## config.mk

```make
export PLATFORM = sky130hd
export DESIGN_NAME = decode_stage_flat
export DESIGN_NICKNAME = d
export VERILOG_FILES = /design/src/rtl/decode_stage_if.sv /design/src/rtl/decode_stage.sv /design/src/flat_wrapper.sv
export SDC_FILE = /design/constraint.sdc
export NUM_CORES = 1
export LEC_CHECK = 0
export ABC_AREA = 1
export CORE_MARGIN = 2
export CORE_UTILIZATION = 48
export CTS_BUF_LIST = sky130_fd_sc_hd__clkbuf_2 sky130_fd_sc_hd__clkbuf_4 sky130_fd_sc_hd__clkbuf_8
export CTS_CLUSTER_DIAMETER = 200
export CTS_CLUSTER_SIZE = 14
export DETAILED_ROUTE_END_ITERATION = 16
export PLACE_DENSITY = 0.88
export SLEW_MARGIN = 20
export SYNTH_ARGS = -nofsm -noshare
export SYNTH_HDL_FRONTEND = slang
export SYNTH_SLANG_ARGS = --single-unit
```

## constraint.sdc

```tcl
create_clock -name clk -period 2.7 [get_ports clk]
set_input_delay 0.405 -clock clk [delete_from_list [all_inputs] [get_ports clk]]
set_output_delay 0.405 -clock clk [all_outputs]
set_load 0.1 [all_outputs]
```

## src/rtl/decode_stage_if.sv

```systemverilog
// Fetch/decode/execute/writeback signal bundle for decode_stage.
// Signal names keep the decode stage's own _i/_o orientation so that the
// slave modport reads like the stage's port list. pending_o is a debug view
// of the register scoreboard.
interface decode_stage_if #(
    parameter int IMM_W = 16
);
    logic             in_valid_i;
    logic             in_ready_o;
    logic [15:0]      instr_i;
    logic [15:0]      pc_i;
    logic             flush_i;
    logic             out_valid_o;
    logic             out_ready_i;
    logic [2:0]       opcode_o;
    logic [2:0]       rd_addr_o;
    logic [2:0]       rs1_addr_o;
    logic [2:0]       rs2_addr_o;
    logic [3:0]       func4_o;
    logic [1:0]       func2_o;
    logic [IMM_W-1:0] imm_data_o;
    logic [15:0]      pc_o;
    logic             rd_we_o;
    logic             rs1_used_o;
    logic             rs2_used_o;
    logic             illegal_o;
    logic             wb_valid_i;
    logic [2:0]       wb_addr_i;
    logic [7:0]       pending_o;

    // Decode stage view.
    modport slave (
        input  in_valid_i, instr_i, pc_i, flush_i, out_ready_i,
               wb_valid_i, wb_addr_i,
        output in_ready_o, out_valid_o, opcode_o, rd_addr_o, rs1_addr_o,
               rs2_addr_o, func4_o, func2_o, imm_data_o, pc_o, rd_we_o,
               rs1_used_o, rs2_used_o, illegal_o, pending_o
    );

    // Surrounding pipeline view (fetch, execute, writeback).
    modport master (
        output in_valid_i, instr_i, pc_i, flush_i, out_ready_i,
               wb_valid_i, wb_addr_i,
        input  in_ready_o, out_valid_o, opcode_o, rd_addr_o, rs1_addr_o,
               rs2_addr_o, func4_o, func2_o, imm_data_o, pc_o, rd_we_o,
               rs1_used_o, rs2_used_o, illegal_o, pending_o
    );
endinterface

```

## src/rtl/decode_stage.sv

```systemverilog
// Registered decode stage for the 16-bit core: one instruction per cycle,
// field/immediate decode, illegal-opcode flag and an 8-entry scoreboard
// that stalls RAW/WAW hazards until writeback retires the producer.
//
// Handshake: a transfer happens on a rising edge where valid and ready are
// both 1. A producer holding valid keeps its payload stable until that edge;
// ready may depend combinationally on valid and payload, valid never
// depends on ready. On the input side ready also drops for flush and hazards.
module decode_stage #(
    parameter int IMM_W       = 16,
    parameter bit SB_EN       = 1'b1,
    parameter bit ZERO_REG_EN = 1'b1
) (
    input  logic           clk,
    input  logic           rst_n,
    decode_stage_if.slave  bus
);

    typedef enum logic [2:0] {
        R_OP  = 3'd0,
        I_OP  = 3'd1,
        L_OP  = 3'd2,
        S_OP  = 3'd3,
        B_OP  = 3'd4,
        J_OP  = 3'd5,
        JR_OP = 3'd6
    } opcode_t;

    // Combinational decode of the incoming instruction.
    logic [2:0]       dec_rd;
    logic [2:0]       dec_rs1;
    logic [2:0]       dec_rs2;
    logic [3:0]       dec_func4;
    logic [1:0]       dec_func2;
    logic [IMM_W-1:0] dec_imm;
    logic             dec_rd_we;
    logic             dec_rs1_used;
    logic             dec_rs2_used;
    logic             dec_illegal;

    // Held (output) instruction registers.
    logic             out_valid_q, out_valid_d;
    logic [2:0]       opcode_q;
    logic [2:0]       rd_q;
    logic [2:0]       rs1_q;
    logic [2:0]       rs2_q;
    logic [3:0]       func4_q;
    logic [1:0]       func2_q;
    logic [IMM_W-1:0] imm_q;
    logic [15:0]      pc_q;
    logic             rd_we_q;
    logic             rs1_used_q;
    logic             rs2_used_q;
    logic             illegal_q;

    // Scoreboard.
    logic [7:0]       pending_q, pending_d;
    logic [7:0]       wb_clr;
    logic [7:0]       busy;
    logic             hazard;
    logic             in_ready;
    logic             accept;
    logic             out_fire;

    opcode_t          op;
    logic [15:0]      instr;

    assign instr = bus.instr_i;
    assign op    = opcode_t'(instr[2:0]);

    // Field decode; everything not used by the opcode stays 0.
    always_comb begin
        dec_rd       = 3'd0;
        dec_rs1      = 3'd0;
        dec_rs2      = 3'd0;
        dec_func4    = 4'd0;
        dec_func2    = 2'd0;
        dec_imm      = '0;
        dec_rd_we    = 1'b0;
        dec_rs1_used = 1'b0;
        dec_rs2_used = 1'b0;
        dec_illegal  = 1'b0;
        case (op)
            R_OP: begin
                dec_rd       = instr[5:3];
                dec_rs1      = instr[8:6];
                dec_rs2      = instr[11:9];
                dec_func4    = instr[15:12];
                dec_rd_we    = 1'b1;
                dec_rs1_used = 1'b1;
                dec_rs2_used = 1'b1;
            end
            I_OP, L_OP: begin
                dec_rd       = instr[5:3];
                dec_rs1      = instr[8:6];
                dec_func2    = instr[10:9];
                dec_imm      = {{(IMM_W-5){instr[15]}}, instr[15:11]};
                dec_rd_we    = 1'b1;
                dec_rs1_used = 1'b1;
            end
            S_OP, B_OP: begin
                dec_rs1      = instr[8:6];
                dec_rs2      = instr[5:3];
                dec_func2    = instr[10:9];
                dec_imm      = {{(IMM_W-5){instr[15]}}, instr[15:11]};
                dec_rs1_used = 1'b1;
                dec_rs2_used = 1'b1;
            end
            J_OP: begin
                dec_rd       = instr[5:3];
                dec_imm      = {{(IMM_W-10){instr[15]}}, instr[15:6]};
                dec_rd_we    = 1'b1;
            end
            JR_OP: begin
                dec_rd       = instr[5:3];
                dec_rs1      = instr[8:6];
                dec_imm      = {{(IMM_W-6){instr[15]}}, instr[15:10]};
                dec_rd_we    = 1'b1;
                dec_rs1_used = 1'b1;
            end
            default: begin
                dec_illegal  = 1'b1;
            end
        endcase
    end

    // Busy vector: pending minus a same-cycle writeback retire, plus the
    // held producer that has not yet reached the pending bits.
    always_comb begin
        wb_clr = 8'd0;
        if (bus.wb_valid_i) begin
            wb_clr[bus.wb_addr_i] = 1'b1;
        end
        busy = pending_q & ~wb_clr;
        if (out_valid_q && rd_we_q) begin
            busy[rd_q] = 1'b1;
        end
        if (ZERO_REG_EN) begin
            busy[0] = 1'b0;
        end
    end

    // Hazard check on the incoming instruction and the input-side handshake.
    always_comb begin
        hazard = 1'b0;
        if (SB_EN && bus.in_valid_i) begin
            hazard = (dec_rs1_used && busy[dec_rs1]) ||
                     (dec_rs2_used && busy[dec_rs2]) ||
                     (dec_rd_we    && busy[dec_rd]);
        end
        in_ready = !bus.flush_i && (!out_valid_q || bus.out_ready_i) && !hazard;
    end

    assign accept   = bus.in_valid_i && in_ready;
    assign out_fire = out_valid_q && bus.out_ready_i;

    // Next state of the held-valid flag: flush drops, accept loads, fire empties.
    always_comb begin
        out_valid_d = out_valid_q;
        if (bus.flush_i) begin
            out_valid_d = 1'b0;
        end else if (accept) begin
            out_valid_d = 1'b1;
        end else if (out_fire) begin
            out_valid_d = 1'b0;
        end
    end

    // Pending update: retire on writeback, set on hand-off (set wins).
    always_comb begin
        pending_d = pending_q & ~wb_clr;
        if (SB_EN && out_fire && !bus.flush_i && rd_we_q &&
            !(ZERO_REG_EN && rd_q == 3'd0)) begin
            pending_d[rd_q] = 1'b1;
        end
    end

    // Output register stage and scoreboard state.
    always_ff @(posedge clk or negedge rst_n) begin
        if (!rst_n) begin
            out_valid_q <= 1'b0;
            opcode_q    <= 3'd0;
            rd_q        <= 3'd0;
            rs1_q       <= 3'd0;
            rs2_q       <= 3'd0;
            func4_q     <= 4'd0;
            func2_q     <= 2'd0;
            imm_q       <= '0;
            pc_q        <= 16'd0;
            rd_we_q     <= 1'b0;
            rs1_used_q  <= 1'b0;
            rs2_used_q  <= 1'b0;
            illegal_q   <= 1'b0;
            pending_q   <= 8'd0;
        end else begin
            out_valid_q <= out_valid_d;
            pending_q   <= pending_d;
            if (accept) begin
                opcode_q   <= instr[2:0];
                rd_q       <= dec_rd;
                rs1_q      <= dec_rs1;
                rs2_q      <= dec_rs2;
                func4_q    <= dec_func4;
                func2_q    <= dec_func2;
                imm_q      <= dec_imm;
                pc_q       <= bus.pc_i;
                rd_we_q    <= dec_rd_we;
                rs1_used_q <= dec_rs1_used;
                rs2_used_q <= dec_rs2_used;
                illegal_q  <= dec_illegal;
            end
        end
    end

    assign bus.in_ready_o  = in_ready;
    assign bus.out_valid_o = out_valid_q;
    assign bus.opcode_o    = opcode_q;
    assign bus.rd_addr_o   = rd_q;
    assign bus.rs1_addr_o  = rs1_q;
    assign bus.rs2_addr_o  = rs2_q;
    assign bus.func4_o     = func4_q;
    assign bus.func2_o     = func2_q;
    assign bus.imm_data_o  = imm_q;
    assign bus.pc_o        = pc_q;
    assign bus.rd_we_o     = rd_we_q;
    assign bus.rs1_used_o  = rs1_used_q;
    assign bus.rs2_used_o  = rs2_used_q;
    assign bus.illegal_o   = illegal_q;
    assign bus.pending_o   = pending_q;

endmodule

```

## src/flat_wrapper.sv

```systemverilog
// flat-port wrapper written by rule: the top's interface ports become plain ports
module decode_stage_flat 
#(
    parameter int IMM_W       = 16,
    parameter bit SB_EN       = 1'b1,
    parameter bit ZERO_REG_EN = 1'b1
)
  (clk, rst_n, bus_in_valid_i, bus_instr_i, bus_pc_i, bus_flush_i, bus_out_ready_i, bus_wb_valid_i, bus_wb_addr_i, bus_in_ready_o, bus_out_valid_o, bus_opcode_o, bus_rd_addr_o, bus_rs1_addr_o, bus_rs2_addr_o, bus_func4_o, bus_func2_o, bus_imm_data_o, bus_pc_o, bus_rd_we_o, bus_rs1_used_o, bus_rs2_used_o, bus_illegal_o, bus_pending_o);
  decode_stage_if #(.IMM_W(IMM_W)) bus_i ();
  input  logic clk;
  input  logic rst_n;
  input wire logic [$bits(bus_i.in_valid_i)-1:0] bus_in_valid_i;
  input wire logic [$bits(bus_i.instr_i)-1:0] bus_instr_i;
  input wire logic [$bits(bus_i.pc_i)-1:0] bus_pc_i;
  input wire logic [$bits(bus_i.flush_i)-1:0] bus_flush_i;
  input wire logic [$bits(bus_i.out_ready_i)-1:0] bus_out_ready_i;
  input wire logic [$bits(bus_i.wb_valid_i)-1:0] bus_wb_valid_i;
  input wire logic [$bits(bus_i.wb_addr_i)-1:0] bus_wb_addr_i;
  output wire logic [$bits(bus_i.in_ready_o)-1:0] bus_in_ready_o;
  output wire logic [$bits(bus_i.out_valid_o)-1:0] bus_out_valid_o;
  output wire logic [$bits(bus_i.opcode_o)-1:0] bus_opcode_o;
  output wire logic [$bits(bus_i.rd_addr_o)-1:0] bus_rd_addr_o;
  output wire logic [$bits(bus_i.rs1_addr_o)-1:0] bus_rs1_addr_o;
  output wire logic [$bits(bus_i.rs2_addr_o)-1:0] bus_rs2_addr_o;
  output wire logic [$bits(bus_i.func4_o)-1:0] bus_func4_o;
  output wire logic [$bits(bus_i.func2_o)-1:0] bus_func2_o;
  output wire logic [$bits(bus_i.imm_data_o)-1:0] bus_imm_data_o;
  output wire logic [$bits(bus_i.pc_o)-1:0] bus_pc_o;
  output wire logic [$bits(bus_i.rd_we_o)-1:0] bus_rd_we_o;
  output wire logic [$bits(bus_i.rs1_used_o)-1:0] bus_rs1_used_o;
  output wire logic [$bits(bus_i.rs2_used_o)-1:0] bus_rs2_used_o;
  output wire logic [$bits(bus_i.illegal_o)-1:0] bus_illegal_o;
  output wire logic [$bits(bus_i.pending_o)-1:0] bus_pending_o;
  assign bus_i.in_valid_i = bus_in_valid_i;
  assign bus_i.instr_i = bus_instr_i;
  assign bus_i.pc_i = bus_pc_i;
  assign bus_i.flush_i = bus_flush_i;
  assign bus_i.out_ready_i = bus_out_ready_i;
  assign bus_i.wb_valid_i = bus_wb_valid_i;
  assign bus_i.wb_addr_i = bus_wb_addr_i;
  assign bus_in_ready_o = bus_i.in_ready_o;
  assign bus_out_valid_o = bus_i.out_valid_o;
  assign bus_opcode_o = bus_i.opcode_o;
  assign bus_rd_addr_o = bus_i.rd_addr_o;
  assign bus_rs1_addr_o = bus_i.rs1_addr_o;
  assign bus_rs2_addr_o = bus_i.rs2_addr_o;
  assign bus_func4_o = bus_i.func4_o;
  assign bus_func2_o = bus_i.func2_o;
  assign bus_imm_data_o = bus_i.imm_data_o;
  assign bus_pc_o = bus_i.pc_o;
  assign bus_rd_we_o = bus_i.rd_we_o;
  assign bus_rs1_used_o = bus_i.rs1_used_o;
  assign bus_rs2_used_o = bus_i.rs2_used_o;
  assign bus_illegal_o = bus_i.illegal_o;
  assign bus_pending_o = bus_i.pending_o;
  decode_stage #(.IMM_W(IMM_W), .SB_EN(SB_EN), .ZERO_REG_EN(ZERO_REG_EN)) u_core (.clk(clk), .rst_n(rst_n), .bus(bus_i));
endmodule
```

==> flow_summary_export.csv, run 1 <==
group,metric,value,unit
yosys,synth_top_area_share,44.67,%
finish,insertedDiodeCount,0,
die,pin_count,105,
sta,hold_viol_final,0,
routing,via_per_inst,5.389,
finish,nNetsFinal,586,
critical_path,worstReg2RegEnd,"u_core.bus.imm_data_o[14]",
sta,fmax,390.4,MHz
sta,max_slew_margin,52.15,%
critical_path,crit_path_start_kind,"primary input",
sta,rsz0062_at_grt,"no",
yosys,synth_warnings,0,
clocking,clkTransAtPathRegs,0.07,ns
finish,postLayoutCellArea,4572,um^2
grt,grt_overflow_total,0,
yosys,seq_area_frac_synth,44.67,%
die,die_y,85.56,um
placement,portBuffers,104,
sta,finalCriticalPeriod,2.561,ns
critical_path,critPathRequiredTime,2.30,ns
yosys,syn_inst,430,
critical_path,r2r_start,"u_core.bus.out_valid_o",
routing,wl_per_cell,14.82,um
clocking,h-tree-depth,3,
clocking,cts_tree,"done",
sta,setup_viol,0,
finish,n_fill_cell,510,
power_and_ir_drop,p_per_area,1059,nW/um^2
power_and_ir_drop,power.leakage,0.002511,uW
grt,grt_max_degree,34,
critical_path,crit_slowest_cell,"dlygate4sd2_1",
grt,grt_use_met1,34.55,%
grt,met2_usage,42.61,%
sta,fin_crit_sh,94.87,%
die,rows,29,
die,dieArea,7321,um^2
clocking,clock_path_buffers,2,
critical_path,cp-end-kind,"primary output",
sta,final.setup.tns,0,ns
grt,grt_pass1_vias,3065,
worst_hold_path,worstHoldPathType,"in -> async",
outcome,status,"finished, final reports clean",
finish,area_delta_synth_final,43.18,%
critical_path,slowest_delay,0.37,ns
grt,grt_pass1_wl,14.90,mm
critical_path,crit_chain,"dlygate4sd2_1, nand2_2, nand2_1, o21ai_1, o21bai_2, nand3_1, nand2_1, nand2_1, nand2_1, nand2_2, nor2_4, o21a_2, buf_12",
routing,drt_wl_total,9.292,mm
die,initial_core_util,50.00,%
grt,grt.met3_usage,3.946,%
critical_path,rr_worst_depth,15,
yosys,synth_largest_area_cell,"dfrtp_1",
clocking,cts-buffers-inserted,9,
routing,drc_errors,0,
clocking,clk-insertion-delay-late,0.34,ns
sta,hold_ws,0.1172,ns
yosys,ys_types,30,
die,core_area,6386,um^2
yosys,syn-num-nets,471,
routing,initialDrtViolationCount,193,
die,die_w,85.56,um
sta,drv_slew,0,
critical_path,path_class,"in -> out",
placement,gp_congestion,0.8930,
grt,track_usage,25.70,%
routing,ant_nets,0,
sta,worst_clock_skew,0.01054,ns
grt,top_usage_layer,"met2",
yosys,synth_seq_cells,57,
placement,placed_cell_area,4230,um^2
critical_path,crit_fanout,5,
clocking,root_buffer,"clkbuf_8",
job,drv_cap,0,
critical_path,crit_top_cell,"nand2_1",
critical_path,cp.arrival,2.16,ns
grt,antenna_found_initial,0,
yosys,syn_area,3193,um^2
critical_path,regToRegSetupSlack,0.53,ns
routing,drt_first_pass_iters,5,
yosys,synthTopCellsByArea,"dfrtp_1 45%, nand2_1 19%, nand4_1 10%",
sta,tightest_slew,0.7178,ns
routing,via_count,3379,
yosys,syn_avg_cell_area,7.426,um^2
placement,post-dp-hpwl,6.923,mm
finish,final_layout_size_suffix_gt1_share,28.18,%
clocking,cts_num_sinks,57,
power_and_ir_drop,vdd_drop_max,1035,uV
==> timing repair <==
item / CTS / global route
hold endpoints to repair: 0 / 0
endpoints found under the setup margin: 1 / 1
buffers inserted: 3 / 1
gates resized for setup: 8 / 22
hold buffers: 0 / 0
pin swaps: 1 / 2
==> cells in the final DEF (no fill, tap or decap), types with 3 or more instances in the layout <==
master and n:
dfrtp_2 5, nand2_4 3, o221ai_1 5, nand3_1 22, dlymetal6s2s_1 5, inv_1 32, buf_4 91, a21oi_1 3
o21ai_0 13, inv_2 4, clkbuf_8 12, nor2_1 16, nand4_1 51, nor2_2 5, nand2_2 14, dfrtp_1 52
nand2_1 155, o21ai_1 4, clkdlybuf4s50_1 31
==> metrics by stage <==
step	setup WS, ns	power, uW	std cells	util (%)
2_1_floorplan	0.09490	3290	430	-
3_3_place_gp	-0.08107	3855	607	66.24
3_5_place_dp	-0.1777	3897	607	66.24
4_1_cts	0.002852	4856	626	70.75
5_1_grt	0.03117	5012	627	71.59
6_report	0.1386	4842	627	71.59
==> layer usage <==
metal | vias up | part of all wire [%]
met4 | 0 | 1.0
met1 | 1581 | 43
met3 | 8 | 7.5
li1 | 1649 | -
met5 | - | 0
met2 | 141 | 49
==> worst max-delay path, delay by kind of cell <==
family                 cells  cell delay (ns)
AO/OA/AOI/OAI              3             0.50
buffers and inverters      2             0.54
AND/OR/NAND/NOR            8             0.70
==> power by group <==
group | leakage [uW] | total (uW) | switching [uW] | internal (uW)
clock | 0.000124 | 945 | 329 | 617
combinational | 0.00164 | 2700 | 2170 | 528
sequential | 0.000743 | 1200 | 138 | 1060
total | 0.00251 | 4840 | 2640 | 2200
==> kinds of logic (layout without fill, tap and decap cells) <==
| group | count (synthesis) | after routing | synth area share [%] |
|---|---|---|---|
| and+or+nand+nor | 274 | 274 | 39.30 |
| buffers and inverters | 67 | 187 | 9.796 |
| DFF | 57 | 57 | 44.67 |
| AOI/OAI and AO/OA | 32 | 32 | 6.230 |
==> how the worst max path moves through the flow <==
stage | start | end | cells past startpoint
final | bus_instr_i[1] | bus_in_ready_o | 13
after detailed placement | bus_instr_i[0] | bus_in_ready_o | 12
after floorplan | u_core.bus.pending_o[7] | bus_in_ready_o | 11
after CTS | bus_instr_i[2] | bus_in_ready_o | 15
after global placement | bus_instr_i[0] | u_core.bus.imm_data_o[14] | 15
after global routing | bus_instr_i[1] | bus_in_ready_o | 13
==> cell type report <==
| cell class | instances | area (um^2) | area share [%] |
|---|---|---|---|
| clock buffers | 14 | 180.2 | 3.941 |
| clock inverters | 2 | 60.06 | 1.314 |
| repair buffers | 134 | 1131 | 24.74 |
| well taps | 77 | 96.34 | 2.107 |
| flip-flops and latches | 57 | 1433 | 31.34 |
| multi-input cells | 306 | 1533 | 33.52 |
| inverters | 37 | 138.9 | 3.038 |
==> state kept, by name, summed over array words and instances (netlist names), 2 cells and up <==
name,count
u_core.bus.pc_o,16
u_core.bus.rs1_addr_o,3
u_core.bus.rs2_addr_o,3
u_core.bus.opcode_o,3
u_core.bus.func4_o,4
u_core.bus.pending_o,8
u_core.bus.rd_addr_o,3
u_core.bus.func2_o,2
u_core.bus.imm_data_o,10
==> synthesized netlist by cell type <==
cell / count
nand4_2: 1
inv_1: 32
inv_2: 4
nand3_4: 1
or2_0: 1
nor2_1: 20
nor3_1: 1
nand3_1: 23
a21oi_1: 4
clkinv_1: 1
a21boi_2: 1
nor2_4: 1
nand2_2: 7
o22ai_1: 1
a31oi_1: 1
dfrtp_1: 57
buf_6: 2
nand3_2: 1
buf_4: 10
o21a_1: 2
buf_2: 7
clkbuf_1: 11
o221ai_1: 5
o21bai_2: 1
nand2_4: 1
o21ai_1: 2
o21ai_0: 15
nand4_1: 51
nand2_1: 164
nor2_2: 2
Power figures use the tool's default switching activity.
==> run 2: changes to the inputs <==
--- a/config.mk
+++ b/config.mk
@@ -13,7 +13,7 @@
 export CTS_CLUSTER_SIZE = 14
 export DETAILED_ROUTE_END_ITERATION = 16
 export PLACE_DENSITY = 0.88
-export SLEW_MARGIN = 20
+export SLEW_MARGIN = 25
 export SYNTH_ARGS = -nofsm -noshare
 export SYNTH_HDL_FRONTEND = slang
 export SYNTH_SLANG_ARGS = --single-unit
==> results of run 2 <==
Same layout as run 1: the final DEF is identical, and so are final timing and power.
==> run 3: changes to the inputs <==
--- a/config.mk
+++ b/config.mk
@@ -6,7 +6,7 @@
 export NUM_CORES = 1
 export LEC_CHECK = 0
 export ABC_AREA = 1
-export CORE_MARGIN = 2
+export CORE_MARGIN = 4
 export CORE_UTILIZATION = 48
 export CTS_BUF_LIST = sky130_fd_sc_hd__clkbuf_2 sky130_fd_sc_hd__clkbuf_4 sky130_fd_sc_hd__clkbuf_8
 export CTS_CLUSTER_DIAMETER = 200
==> constraint.sdc (replaced) <==
create_clock -name clk -period 2.77 [get_ports clk]
set_input_delay 0.4155 -clock clk [delete_from_list [all_inputs] [get_ports clk]]
set_output_delay 0.4155 -clock clk [all_outputs]
set_load 0.1 [all_outputs]
==> run 3 against run 2 <==
First-iteration DRC count increased by 23%. Via count fell by 0.44%. Combinational power shrank 3%. Clock power is 29% lower. Critical path type unchanged. Critical endpoint unchanged. Largest power group unchanged.
==> flow_summary_export.csv, run 3 (synthesis gave the netlist of run 1 again) <==
group,metric,value,unit
clocking,cts-buffers-inserted,9,
routing,drc_errors,0,
grt,grt_max_degree,58,
clocking,holdBufCountCts,0,
sta,worst_clock_skew,0.006295,ns
clocking,clkTransAtPathRegs,0.07,ns
outcome,status,"finished, final reports clean",
clocking,cts_num_sinks,57,
die,core_area,6422,um^2
grt,grt_pass1_wl,14.61,mm
clocking,clock_path_buffers,2,
routing,via_count,3364,
sta,fin_crit_sh,93.29,%
clocking,cts_tree,"done",
routing,via_per_inst,5.374,
critical_path,slowest_delay,0.36,ns
placement,portBuffers,104,
routing,wl_per_cell,15.08,um
power_and_ir_drop,vdd_drop_max,483.2,uV
critical_path,r2r_start,"u_core.bus.out_valid_o",
worst_hold_path,worstHoldPathType,"in -> async",
finish,area_delta_synth_final,39.93,%
sta,finalCriticalPeriod,2.584,ns
clocking,clk-insertion-delay-late,0.33,ns
job,drv_cap,0,
grt,grt_pass1_vias,3137,
routing,initialDrtViolationCount,238,
finish,mostFrequentLayoutCells,"160 x nand2_1, 91 x buf_4, 53 x dfrtp_1",
power_and_ir_drop,p_per_area,999.6,nW/um^2
sta,hold_ws,0.2105,ns
clocking,h-tree-depth,3,
finish,final_layout_size_suffix_gt1_share,26.78,%
placement,dp_slack,-0.1212,ns
placement,gp_congestion,1.041,
routing,drt_wl_total,9.442,mm
critical_path,crit_path_start_kind,"primary input",
sta,fmax,387.0,MHz
die,dieArea,8021,um^2
finish,n_fill_cell,517,
critical_path,setup.worst_path.start,"bus_instr_i[1]",
critical_path,crit_chain,"dlygate4sd2_1, nand2_2, nand2_1, o21ai_1, o21bai_2, nand3_1, nand2_1, nand2_1, nand2_1, nand2_1, nor2_4, o21a_4, buf_12",
grt,antenna_found_initial,0,
die,rows,29,
critical_path,cp.arrival,2.17,ns
grt,grt_overflow_total,0,
die,die_w,89.56,um
critical_path,crit_top_cell,"nand2_1",
finish,largest_register_ffs,16,
sta,hold_viol_final,0,
routing,ant_nets,0,
finish,seq_area,1431,um^2
critical_path,critPathRequiredTime,2.35,ns
finish,multi_input_area,1510,um^2
routing,drt_first_pass_iters,5,
die,pin_count,105,
finish,insertedDiodeCount,0,
sta,fin_ws,0.1860,ns
sta,rsz0062_at_grt,"no",
critical_path,cp-end-kind,"primary output",
critical_path,crit_slowest_cell,"dlygate4sd2_1",
sta,tightest_slew,0.7254,ns
sta,drv_slew,0,
clocking,root_buffer,"clkbuf_8",
die,initial_core_util,49.72,%
power_and_ir_drop,power.leakage,0.002461,uW
die,die_y,89.56,um
finish,nNetsFinal,585,
sta,max_slew_margin,51.64,%
critical_path,crit_fanout,5,
critical_path,path_class,"in -> out",
sta,setup_viol,0,
grt,track_usage,23.74,%
finish,layout_commonest_cell,"nand2_1",
placement,post-dp-hpwl,7.001,mm
## run 3: cell types whose count changed in the layout (fill, tap and decap cells not counted), sizes merged
cell and change:
clkbuf -4, buf -2, clkdlybuf4s50 +1, clkinv +4
bufinv -2, clkinvlp +2
## run 3: stage by stage
stage          util, %  instances  area (um^2)  TNS [ns]  power [uW]
2_1_floorplan        -        430         3198         0        3206
3_3_place_gp     66.02        608         4240  -0.08524        3760
3_5_place_dp     66.02        608         4240    -1.119        3796
4_1_cts          68.75        624         4415         0        4467
5_1_grt          69.57        626         4468         0        4639
6_report         69.57        626         4468         0        4466
## run 3: area by class of cell
class                   count  share of cell area [%]
multi-input cells         306                   33.80
well taps                  77                   2.156
clock inverters             6                  0.7841
repair buffers            133                   25.18
flip-flops and latches     57                   32.04
clock buffers              10                   2.940
inverters                  37                   3.108
## run 3: metal layers
layer	share of wire (%)	vias to the layer above	global-route usage, %
met1	44	1569	30.79
met2	48	138	39.56
li1	-	1645	-
met5	0	-	0
met4	1.3	0	8.390
met3	7.4	12	4.516
## run 3: worst max-delay path, delay by kind of cell
kind	cells	cell delay, ns
buffers and inverters	2	0.53
and+or+nand+nor	8	0.71
AOI/OAI and AO/OA	3	0.50
## run 3: worst paths after layout
kind | to | slack, ns | depth (start not counted)
worst max-delay path | bus_in_ready_o | 0.19 | 13
worst min-delay path | u_core.bus.pc_o[0] | 0.21 | 2
worst max register to register | u_core.bus.imm_data_o[14] | 0.41 | 15
worst min register to register | u_core.bus.pc_o[8] | 0.47 | 2
max in group asynchronous | u_core.bus.rd_addr_o[1] | 2.03 | 2
min in group clk | u_core.bus.pending_o[0] | 0.44 | 3
## run 3: repair_timing
action,in CTS,in global routing
endpoints found under the setup margin,1,1
hold endpoints to repair,0,0
resized for setup,4,19
setup buffers,0,2
pin swaps,0,3
## run 3: where the power goes
part	internal, uW	switching, uW	total (uW)	leakage [uW]
clock network	327	342	669	0.0000852
logic	510	2120	2630	0.00163
registers	1030	138	1170	0.000744
total	1870	2600	4470	0.00246
